==> config.mk <==
export PLATFORM = sky130hd
export DESIGN_NAME = kclique_search_engine
export DESIGN_NICKNAME = d
export VERILOG_FILES = /design/src/rtl/kclique_pkg.sv /design/src/rtl/kclique_search_engine_lsb_pick.sv /design/src/rtl/kclique_search_engine.sv
export SDC_FILE = /design/constraint.sdc
export NUM_CORES = 1
export LEC_CHECK = 0
export ABC_AREA = 0
export BUFFER_PORTS_ARGS = -buffer_cell sky130_fd_sc_hd__buf_2
export CORE_MARGIN = 4
export CORE_UTILIZATION = 45
export CTS_BUF_LIST = sky130_fd_sc_hd__clkbuf_8 sky130_fd_sc_hd__clkbuf_16
export DETAILED_ROUTE_END_ITERATION = 8
export PLACE_DENSITY = 0.61
export SLEW_MARGIN = 5
export SYNTH_ARGS = -nofsm -noshare
export SYNTH_HDL_FRONTEND = slang
export SYNTH_SLANG_ARGS = --single-unit
export TNS_END_PERCENT = 10
==> constraint.sdc <==
create_clock -name clk -period 2.97 [get_ports clk]
set_input_delay 0.594 -clock clk [delete_from_list [all_inputs] [get_ports clk]]
set_output_delay 0.594 -clock clk [all_outputs]
set_load 0.1 [all_outputs]
==> src/rtl/kclique_pkg.sv <==
// Shared definitions for the k-clique search engine: FSM encodings,
// default sizing and a lowest-set-bit helper.
package kclique_pkg;

  localparam int N_DEF     = 8;
  localparam int K_MAX_DEF = 4;
  localparam int CNT_W_DEF = 16;

  localparam int VW = $clog2(N_DEF);
  localparam int KW = $clog2(K_MAX_DEF + 1);

  localparam logic [2:0] ST_IDLE   = 3'd0;
  localparam logic [2:0] ST_INIT   = 3'd1;
  localparam logic [2:0] ST_SEARCH = 3'd2;
  localparam logic [2:0] ST_EMIT   = 3'd3;
  localparam logic [2:0] ST_DONE   = 3'd4;

  // Index of the lowest set bit; 0 when the mask is empty.
  function automatic logic [4:0] lsb_index(input logic [31:0] mask);
    logic [4:0] idx;
    idx = '0;
    for (int i = 31; i >= 0; i--) begin
      if (mask[i]) idx = 5'(i);
    end
    return idx;
  endfunction

endpackage

==> src/rtl/kclique_search_engine_lsb_pick.sv <==
// Lowest-set-bit priority encoder: one-hot, binary index and non-empty flag.
module lsb_pick
  import kclique_pkg::*;
#(
  parameter int N = N_DEF
) (
  input  logic [N-1:0]         mask,
  output logic [N-1:0]         onehot,
  output logic [$clog2(N)-1:0] index,
  output logic                 any
);

  localparam int IDX_W = $clog2(N);

  // Isolate the lowest set bit with the two's-complement trick.
  assign onehot = mask & (~mask + {{(N-1){1'b0}}, 1'b1});
  assign index  = IDX_W'(lsb_index(32'(mask)));
  assign any    = |mask;

endmodule

==> src/rtl/kclique_search_engine.sv <==
// Depth-first k-clique enumerator with candidate-set masks and a
// valid/ready clique stream plus a saturating clique counter.
module kclique_search_engine
  import kclique_pkg::*;
#(
  parameter int N     = N_DEF,
  parameter int K_MAX = K_MAX_DEF,
  parameter int CNT_W = CNT_W_DEF
) (
  input  logic                         clk,
  input  logic                         rst_n,
  input  logic                         adj_wr_en,
  input  logic [$clog2(N)-1:0]         adj_wr_addr,
  input  logic [N-1:0]                 adj_wr_row,
  input  logic [N-1:0]                 vertex_en,
  input  logic [$clog2(K_MAX+1)-1:0]   k_sel,
  input  logic                         start,
  input  logic                         abort,
  output logic                         busy,
  output logic                         done,
  output logic                         err,
  output logic                         clique_valid,
  input  logic                         clique_ready,
  output logic [N-1:0]                 clique_mask,
  output logic [CNT_W-1:0]             num_cliques,
  output logic                         cnt_sat
);

  localparam int IDX_W = $clog2(N);
  localparam int DEP_W = $clog2(K_MAX + 1);

  logic [2:0]       state;
  logic [N-1:0]     adj    [N];
  logic [N-1:0]     eff    [N];
  logic [N-1:0]     cand   [K_MAX+1];
  logic [IDX_W-1:0] chosen [K_MAX];
  logic [DEP_W-1:0] depth;
  logic [DEP_W-1:0] k_q;
  logic [N-1:0]     ven_q;
  logic [N-1:0]     cur;
  logic [CNT_W-1:0] cnt;
  logic             err_q;
  logic             sat_q;

  logic [N-1:0]     cand_cur;
  logic [N-1:0]     cand_rest;
  logic [N-1:0]     pick_oh;
  logic [IDX_W-1:0] pick_idx;
  logic             pick_any;
  logic [DEP_W-1:0] depth_up;
  logic [DEP_W-1:0] depth_dn;
  logic             bad_k;

  // Effective edges need both directions and never include self-loops.
  always_comb begin
    for (int i = 0; i < N; i++) begin
      for (int j = 0; j < N; j++) begin
        eff[i][j] = adj[i][j] & adj[j][i] & (i != j);
      end
    end
  end

  assign cand_cur  = cand[depth];
  assign cand_rest = cand_cur & ~pick_oh;
  assign depth_up  = depth + DEP_W'(1);
  assign depth_dn  = depth - DEP_W'(1);
  assign bad_k     = (k_q == '0) || (int'(k_q) > K_MAX) || (int'(k_q) > N);

  lsb_pick #(.N(N)) u_pick (
    .mask   (cand_cur),
    .onehot (pick_oh),
    .index  (pick_idx),
    .any    (pick_any)
  );

  // Main control: row loading, search stepping, clique handshake and counting.
  always_ff @(posedge clk or negedge rst_n) begin
    if (!rst_n) begin
      state <= ST_IDLE;
      depth <= '0;
      k_q   <= '0;
      ven_q <= '0;
      cur   <= '0;
      cnt   <= '0;
      err_q <= 1'b0;
      sat_q <= 1'b0;
      for (int i = 0; i < N; i++) adj[i] <= '0;
      for (int i = 0; i <= K_MAX; i++) cand[i] <= '0;
      for (int i = 0; i < K_MAX; i++) chosen[i] <= '0;
    end else begin
      case (state)
        ST_IDLE: begin
          if (adj_wr_en && (int'(adj_wr_addr) < N)) adj[adj_wr_addr] <= adj_wr_row;
          if (start) begin
            ven_q <= vertex_en;
            k_q   <= k_sel;
            cnt   <= '0;
            err_q <= 1'b0;
            sat_q <= 1'b0;
            state <= ST_INIT;
          end
        end
        ST_INIT: begin
          if (abort) begin
            state <= ST_DONE;
          end else if (bad_k) begin
            err_q <= 1'b1;
            state <= ST_DONE;
          end else begin
            cand[0] <= ven_q;
            depth   <= '0;
            cur     <= '0;
            state   <= ST_SEARCH;
          end
        end
        ST_SEARCH: begin
          if (abort) begin
            state <= ST_DONE;
          end else if (!pick_any) begin
            if (depth == '0) begin
              state <= ST_DONE;
            end else begin
              depth                 <= depth_dn;
              cur[chosen[depth_dn]] <= 1'b0;
            end
          end else begin
            cand[depth]    <= cand_rest;
            chosen[depth]  <= pick_idx;
            cur            <= cur | pick_oh;
            cand[depth_up] <= cand_rest & eff[pick_idx];
            depth          <= depth_up;
            if (depth_up == k_q) state <= ST_EMIT;
          end
        end
        ST_EMIT: begin
          if (abort) begin
            state <= ST_DONE;
          end else if (clique_ready) begin
            if (cnt == {CNT_W{1'b1}}) sat_q <= 1'b1;
            else                      cnt   <= cnt + CNT_W'(1);
            depth                 <= depth_dn;
            cur[chosen[depth_dn]] <= 1'b0;
            state                 <= ST_SEARCH;
          end
        end
        ST_DONE: state <= ST_IDLE;
        default: state <= ST_IDLE;
      endcase
    end
  end

  assign busy         = (state == ST_INIT) || (state == ST_SEARCH) || (state == ST_EMIT);
  assign done         = (state == ST_DONE);
  assign clique_valid = (state == ST_EMIT);
  assign clique_mask  = clique_valid ? cur : '0;
  assign num_cliques  = cnt;
  assign err          = err_q;
  assign cnt_sat      = sat_q;

endmodule

== Word-level counts from Yosys, hierarchy flattened ==
Cells that the tools add are included.

* Register bits: 159
* Bits in latches: 0
* Memories: 0
* Memory bits (writable): 0
* Output and inout bits: 29
* Input port bits: 28
* Word-level logic and storage cells: 204
* Bits in read-only memories: 0

* $add $sub $neg: 4
* Multipliers: 0
* $lt $le $gt $ge: 12
* Reduce and logical (&&, ||, !) cells: 25
* Equal/unequal tests: 20
* Bitwise logic cells: 42
* Mux-type cells: 76
* Divide/modulo/power cells: 0
* Shift-type cells: 0

{| class="wikitable"
|+ Operator list
! operator !! count
|-
| $mux 8 || 17
|-
| $mux 3 || 27
|-
| $bwmux 40 || 2
|-
| $mux 40 || 2
|-
| $demux 8 s3 || 3
|-
| $bwmux 64 || 1
|-
| $mux 16 || 4
|-
| $bmux 8 s3 || 2
|-
| $and 8x8->8 || 4
|-
| $pmux 16 s2 || 1
|-
| $and 1x1->1 || 28
|-
| $not 8->8 || 3
|-
| $pmux 8 s3 || 1
|-
| $not 3->4 || 5
|-
| $add 16x1->16 const B || 1
|-
| $eq 16x16->1 const B || 1
|-
| $ge 4x4->1 const B || 4
|-
| $ne 2x2->1 const B || 8
|-
| $pmux 8 s2 || 1
|-
| $reduce_and 5->1 || 3
|-
| $bwmux 12 || 1
|-
| $lt 4x1->1 const B || 3
|-
| $pmux 3 s4 || 1
|-
| $logic_not 3->1 || 3
|-
| other kinds (32) || 53
|}

== Longest topological paths before layout ==
* Depth in word-level cells: 21
* Gate-level depth with buffers: 12
* Depth with buffers taken out: 9

== Hierarchy ==
Synthesis repeated with hierarchy kept, for this count alone.

* Cells, all modules: 792
* Area, all modules: 8246.7 µm²

{| class="wikitable"
|+ Modules (own cells, without submodules)
! module !! cells each !! area each (µm²) !! instances !! seq. area each (µm²)
|-
| kclique_search_engine || 769 || 8107.8 || 1 || 3778.6
|-
| lsb_pick || 23 || 138.9 || 1 || 0.0
|}

== Least setup slack after synthesis ==
OpenSTA, ideal clock, no wires.

* Kind: register to register
* Start point: register cnt[8], in the netlist num_cliques[8]
* End point: register cnt[11], in the netlist num_cliques[11]
* Data arrival time: 2.849 ns
* Stages on the path, launching flop included: 11
* Period minus slack after synthesis: 2.981 ns
* Data required time: 2.838 ns
* Slack: -0.011 ns
* Cell sequence: dfrtp_1 -> nand3_1 -> nor3_1 -> nand4_1 -> o41a_1 -> nand4_1 -> or2_2 -> clkbuf_1 -> nor3_1 -> xnor2_1 -> nor2_1

* Word-level cells in the longest chain between the ends: 5
* Elaborated cells between the ends (all ways): 8

{| class="wikitable"
|+ Ends and longest elaborated chain
! item !! RTL line !! text
|-
| start, declared || kclique_search_engine.sv:41 || <nowiki>logic [CNT_W-1:0] cnt;</nowiki>
|-
| start signal, assigned || kclique_search_engine.sv:140 || <nowiki>else cnt <= cnt + CNT_W'(1);</nowiki>
|-
| $add 16x1->16 || kclique_search_engine.sv:140 ||
|-
| $mux 16 || kclique_search_engine.sv:139 || <nowiki>if (cnt == {CNT_W{1'b1}}) sat_q <= 1'b1;</nowiki>
|-
| $mux 16 || kclique_search_engine.sv:138 || <nowiki>end else if (clique_ready) begin</nowiki>
|-
| $mux 16 || kclique_search_engine.sv:136 || <nowiki>if (abort) begin</nowiki>
|-
| $pmux 16 s2 || kclique_search_engine.sv:91 || <nowiki>case (state)</nowiki>
|}

Several ways; a longest one is shown, not always the timed one. The select of a mux whose other input is x is not followed.
A chain may end at the register's enable or synchronous reset.

== Worst setup path after layout ==
* Start point: register depth[1]
* End point: register cur[2]

* Word-level cells in the longest chain between the ends: 15
* Elaborated cells between the ends (all ways): 30

{| class="wikitable"
|+ Ends and longest elaborated chain
! item !! RTL line !! text
|-
| start, declared || kclique_search_engine.sv:37 || <nowiki>logic [DEP_W-1:0] depth;</nowiki>
|-
| start signal, assigned || kclique_search_engine.sv:123 || <nowiki>depth <= depth_dn;</nowiki>
|-
| start signal, assigned || kclique_search_engine.sv:131 || <nowiki>depth <= depth_up;</nowiki>
|-
| start signal, assigned || kclique_search_engine.sv:141 || <nowiki>depth <= depth_dn;</nowiki>
|-
| $sub 3x1->3 || kclique_search_engine.sv:66 || <nowiki>assign depth_dn = depth - DEP_W'(1);</nowiki>
|-
| $not 3->4 (implied by the code) || kclique_search_engine.sv:124, kclique_search_engine.sv:142 ||
|-
| $bmux 3 s2 || kclique_search_engine.sv:124, kclique_search_engine.sv:142 ||
|-
| $mux 3 (implied by the code) (2 in series) || kclique_search_engine.sv:124, kclique_search_engine.sv:142 ||
|-
| $lt 3x4->1 (implied by the code) or $ge 3x1->1 (tied branches) || kclique_search_engine.sv:124, kclique_search_engine.sv:142 ||
|-
| $logic_and 1x1->1 (implied by the code) || kclique_search_engine.sv:124, kclique_search_engine.sv:142 ||
|-
| $mux 1 (implied by the code) || kclique_search_engine.sv:124, kclique_search_engine.sv:142 ||
|-
| $demux 1 s3 || kclique_search_engine.sv:124, kclique_search_engine.sv:142 ||
|-
| $not 8->8 (no line) || - ||
|-
| $and 8x8->8 (no line) || - ||
|-
| $mux 8 || kclique_search_engine.sv:120 || <nowiki>if (depth == '0) begin</nowiki>
|-
| $mux 8 || kclique_search_engine.sv:119 || <nowiki>end else if (!pick_any) begin</nowiki>
|-
| $mux 8 || kclique_search_engine.sv:117 || <nowiki>if (abort) begin</nowiki>
|-
| $pmux 8 s3 || kclique_search_engine.sv:91 ||
|-
| end signal, assigned || kclique_search_engine.sv:129 || <nowiki>cur <= cur | pick_oh;</nowiki>
|-
| end, declared || kclique_search_engine.sv:40 || <nowiki>logic [N-1:0] cur;</nowiki>
|}

Several ways; a longest one is shown, not always the timed one. The select of a mux whose other input is x is not followed.

==> flow_metrics.env <==
export IMPL_drt_initial_drc_count=562
export IMPL_nFillCells=1511
export IMPL_cts_root_buffer_cell="clkbuf_16"
export IMPL_grt_pass1_wl_um=37100
export IMPL_synthCells=743
export IMPL_wire_per_inst_um=21.0
export IMPL_finalHoldViolCount=0
export IMPL_fin_nets=905
export IMPL_endpoint_kind="flop"
export IMPL_row_count=47
export IMPL_drc=0
export IMPL_setup_ws_ns=0.0460
export IMPL_maxCapViolations=0
export IMPL_crit_family="compound AO/OA/AOI/OAI gates"
export IMPL_power_frac_comb_pct=55.6
export IMPL_grt_pass1_vias=6659
export IMPL_dominantRegCellSynth="dfrtp_1"
export IMPL_ys_types=85
export IMPL_die_w_um=140
export IMPL_overflow=0
export IMPL_worstMarginPinSlew_ns=0.766
export IMPL_core_area_um2=16800
export IMPL_clock_sinks=147
export IMPL_reg2reg_from="depth[1]"
export IMPL_antennaDiodeCount=0
export IMPL_slowest_stage="a221o_2"
export IMPL_antenna_found_initial=0
export IMPL_async_flop_share_pct=100
export IMPL_syn_area_um2=7800
export IMPL_r2r_end="cur[2]"
export IMPL_critical_path_arrival_ns=3.23
export IMPL_ff2ff_setup_slack_ns=0.05
export IMPL_power_internal_w=0.00660
export IMPL_tritoncts="built"
export IMPL_synth_warnings=0
export IMPL_final_setup_viol_count=0
export IMPL_place_ws_ns=-0.190
export IMPL_ios=57
export IMPL_synth_edf_count=0
export IMPL_start_util_pct=46.4
export IMPL_status="finished clean"
export IMPL_yosys_area_top_type="dfrtp_1"
export IMPL_crit_path_cell_trace="buf_4, mux2_2, a221o_2, nor4_2, buf_4, nand3_1, o21a_1, buf_4, a31oi_1, a21oi_1"
export IMPL_grt_max_degree=71
export IMPL_firstDrtPassIters=5
export IMPL_htreeDepth=4
export IMPL_ant_nets=0
export IMPL_rsz0062_at_grt="true"
export IMPL_swShare_pct=44.4
export IMPL_power_density_nw_per_um2=1240
export IMPL_dieArea_um2=19500
export IMPL_cp_num_buf_inv=3
export IMPL_syn_nets=779
export IMPL_worst_setup_path_start_kind="flop"
export IMPL_pwr_share_seq_pct=27.2
export IMPL_criticalPathCategory="flop to flop"
export IMPL_cp_data_required_time_ns=3.28
export IMPL_synth_seq_cells=147
export IMPL_critPathMaxStageDelay_ns=0.44
export IMPL_clkTransAtPathRegs_ns=0.06
export IMPL_clock_fmax_ghz=0.342
export IMPL_cp_max_fo=7
export IMPL_layout_common_cells="145 x dfrtp_1, 80 x buf_4, 75 x mux2_2"
export IMPL_leakagePower_nw=4.14
export IMPL_reg2reg_depth=10
export IMPL_drt_wl_total_um=23200
export IMPL_clk_latency_ns=0.43
export IMPL_place_gp_congestion=0.934
export IMPL_finalNonFillerCells=1101
export IMPL_fin_skew_ns=0.00990
export IMPL_clkPwrFrac_pct=17.2
export IMPL_drive_above_1_share_pct=34.2
export IMPL_clock_path_buffers=2
export IMPL_area_delta_synth_final_pct=22.3
export IMPL_synthDominantCellAreaShare_pct=47.1
export IMPL_io_buffers=56
export IMPL_grt_usage_pct=23.9
export IMPL_mostFrequentLayoutCell="dfrtp_1"
export IMPL_period_share_pct=98.5
export IMPL_viasPerCell=6.01
export IMPL_worstHoldPathType="input pin to async pin"
export IMPL_ys_top_cells_by_area="dfrtp_1 47%, mux2_2 11%, nand2_1 3.1%"
export IMPL_num_vias=6612
export IMPL_cts_made_buffers=17
export IMPL_period_needed_ns=2.92
export IMPL_place_inst=1058
export IMPL_slew_headroom_pct=48.5
export IMPL_dp_hpwl_um=16900
export IMPL_seq_area_frac_synth_pct=47.1
export IMPL_p_sw_w=0.00527
export IMPL_avgSynthCellArea_um2=10.5
export IMPL_final_core_util_pct=56.8
export IMPL_irDropWorstVdd_mv=0.781
export IMPL_crit_top_cell="buf_4"
export IMPL_die_height_um=140
export IMPL_slew_violations=0
-- routing by layer --
metal / wire, um / part of all wire, % / vias up / GRT usage [%]
li1: - / - / 3027 / -
met1: 10200 / 44 / 3326 / 31.9
met2: 11100 / 48 / 212 / 38.8
met3: 1260 / 5.4 / 47 / 4.94
met4: 574 / 2.5 / 0 / 8.31
met5: 0 / 0 / - / 0
-- kinds of logic after synthesis --
family	share of synthesized area, %
and+or+nand+nor	15.0
xor gates and xnor gates	1.35
buffers and inverters	3.32
AOI/OAI and AO/OA	18.7
muxes	13.2
adders and majority gates	1.28
DFF	47.1
-- cell type report --
class	instances	area [um2]	share of cell area, %
well taps	220	275	2.88
multi-input cells	545	3990	41.8
clock buffers	19	453	4.74
inverters	17	63.8	0.668
clock inverters	12	100	1.05
flip-flops and latches	147	3680	38.5
repair buffers	141	985	10.3
-- cells in the mapped netlist (5+ instances only) --
cell and instances:
a31oi_1 12, a211oi_1 10, o31ai_1 10, nand2_1 65, nand4_1 9, and3_1 12, nand3_1 20, o211ai_1 7
mux2i_1 10, xor2_1 6, o21ai_0 48, o21ai_1 12, clkbuf_1 18, buf_2 6, dfrtp_1 147, nand3b_1 12
xnor2_1 6, a22oi_1 20, mux2_2 75, a21oi_1 39, ha_1 8, or3_1 10, nand2b_1 6, nor3_1 16
buf_4 5, nor2_1 47, buf_6 5, inv_1 15
-- flip-flops by register name, indices dropped and copies added (netlist names) --
name         flops
ven_q            8
num_cliques     16
state            3
err              1
adj             56
cur              8
chosen          12
cand            36
k_q              3
depth            3
cnt_sat          1
-- per-stage QoR --
step	cell area (um2)	hold slack [ns]	total power, W	TNS (ns)
2_1_floorplan	7810	0.298	0.00689	0
3_3_place_gp	8780	0.458	0.00906	-0.937
3_5_place_dp	8780	0.468	0.00916	-1.77
4_1_cts	9370	0.206	0.0114	0
5_1_grt	9550	0.222	0.0125	-0.0202
6_report	9550	0.166	0.0119	0
-- worst max-delay path by stage --
| stage | start | endpoint | slack (ns) | cells past startpoint |
|---|---|---|---|---|
| finish | depth[1] | cur[2] | 0.05 | 10 |
| global route | depth[2] | cand[38] | -0.01 | 12 |
| floorplan | num_cliques[9] | num_cliques[11] | 0.01 | 10 |
| detailed placement | depth[1] | cand[35] | -0.19 | 10 |
| global placement | depth[1] | cand[35] | -0.16 | 10 |
| CTS | depth[1] | cand[7] | 0.005 | 9 |
-- what timing repair did --
action	CTS	global route
cloned	0	1
pin swaps	2	12
setup endpoints to repair	20	36
hold buffers	0	0
hold endpoints to repair	0	0
setup buffers	3	8
resized for setup	3	24
-- worst register-to-register path, delay by kind of cell, from the launching register on --
family | cells | cell delay [ns]
DFF | 1 | 0.43
and+or+nand+nor | 2 | 0.42
buffers and inverters | 3 | 0.55
muxes | 1 | 0.37
AOI/OAI and AO/OA | 4 | 1.02
-- power groups by stage --
stage / sequential, W / clock [W] / combinational, W
2_1_floorplan: 0.00310 / 0 / 0.00379
5_1_grt: 0.00331 / 0.00215 / 0.00702
3_5_place_dp: 0.00324 / 0 / 0.00592
6_report: 0.00323 / 0.00204 / 0.00661
4_1_cts: 0.00322 / 0.00207 / 0.00607
3_3_place_gp: 0.00322 / 0 / 0.00584
Note: power is estimated with default switching activity, not from simulation.
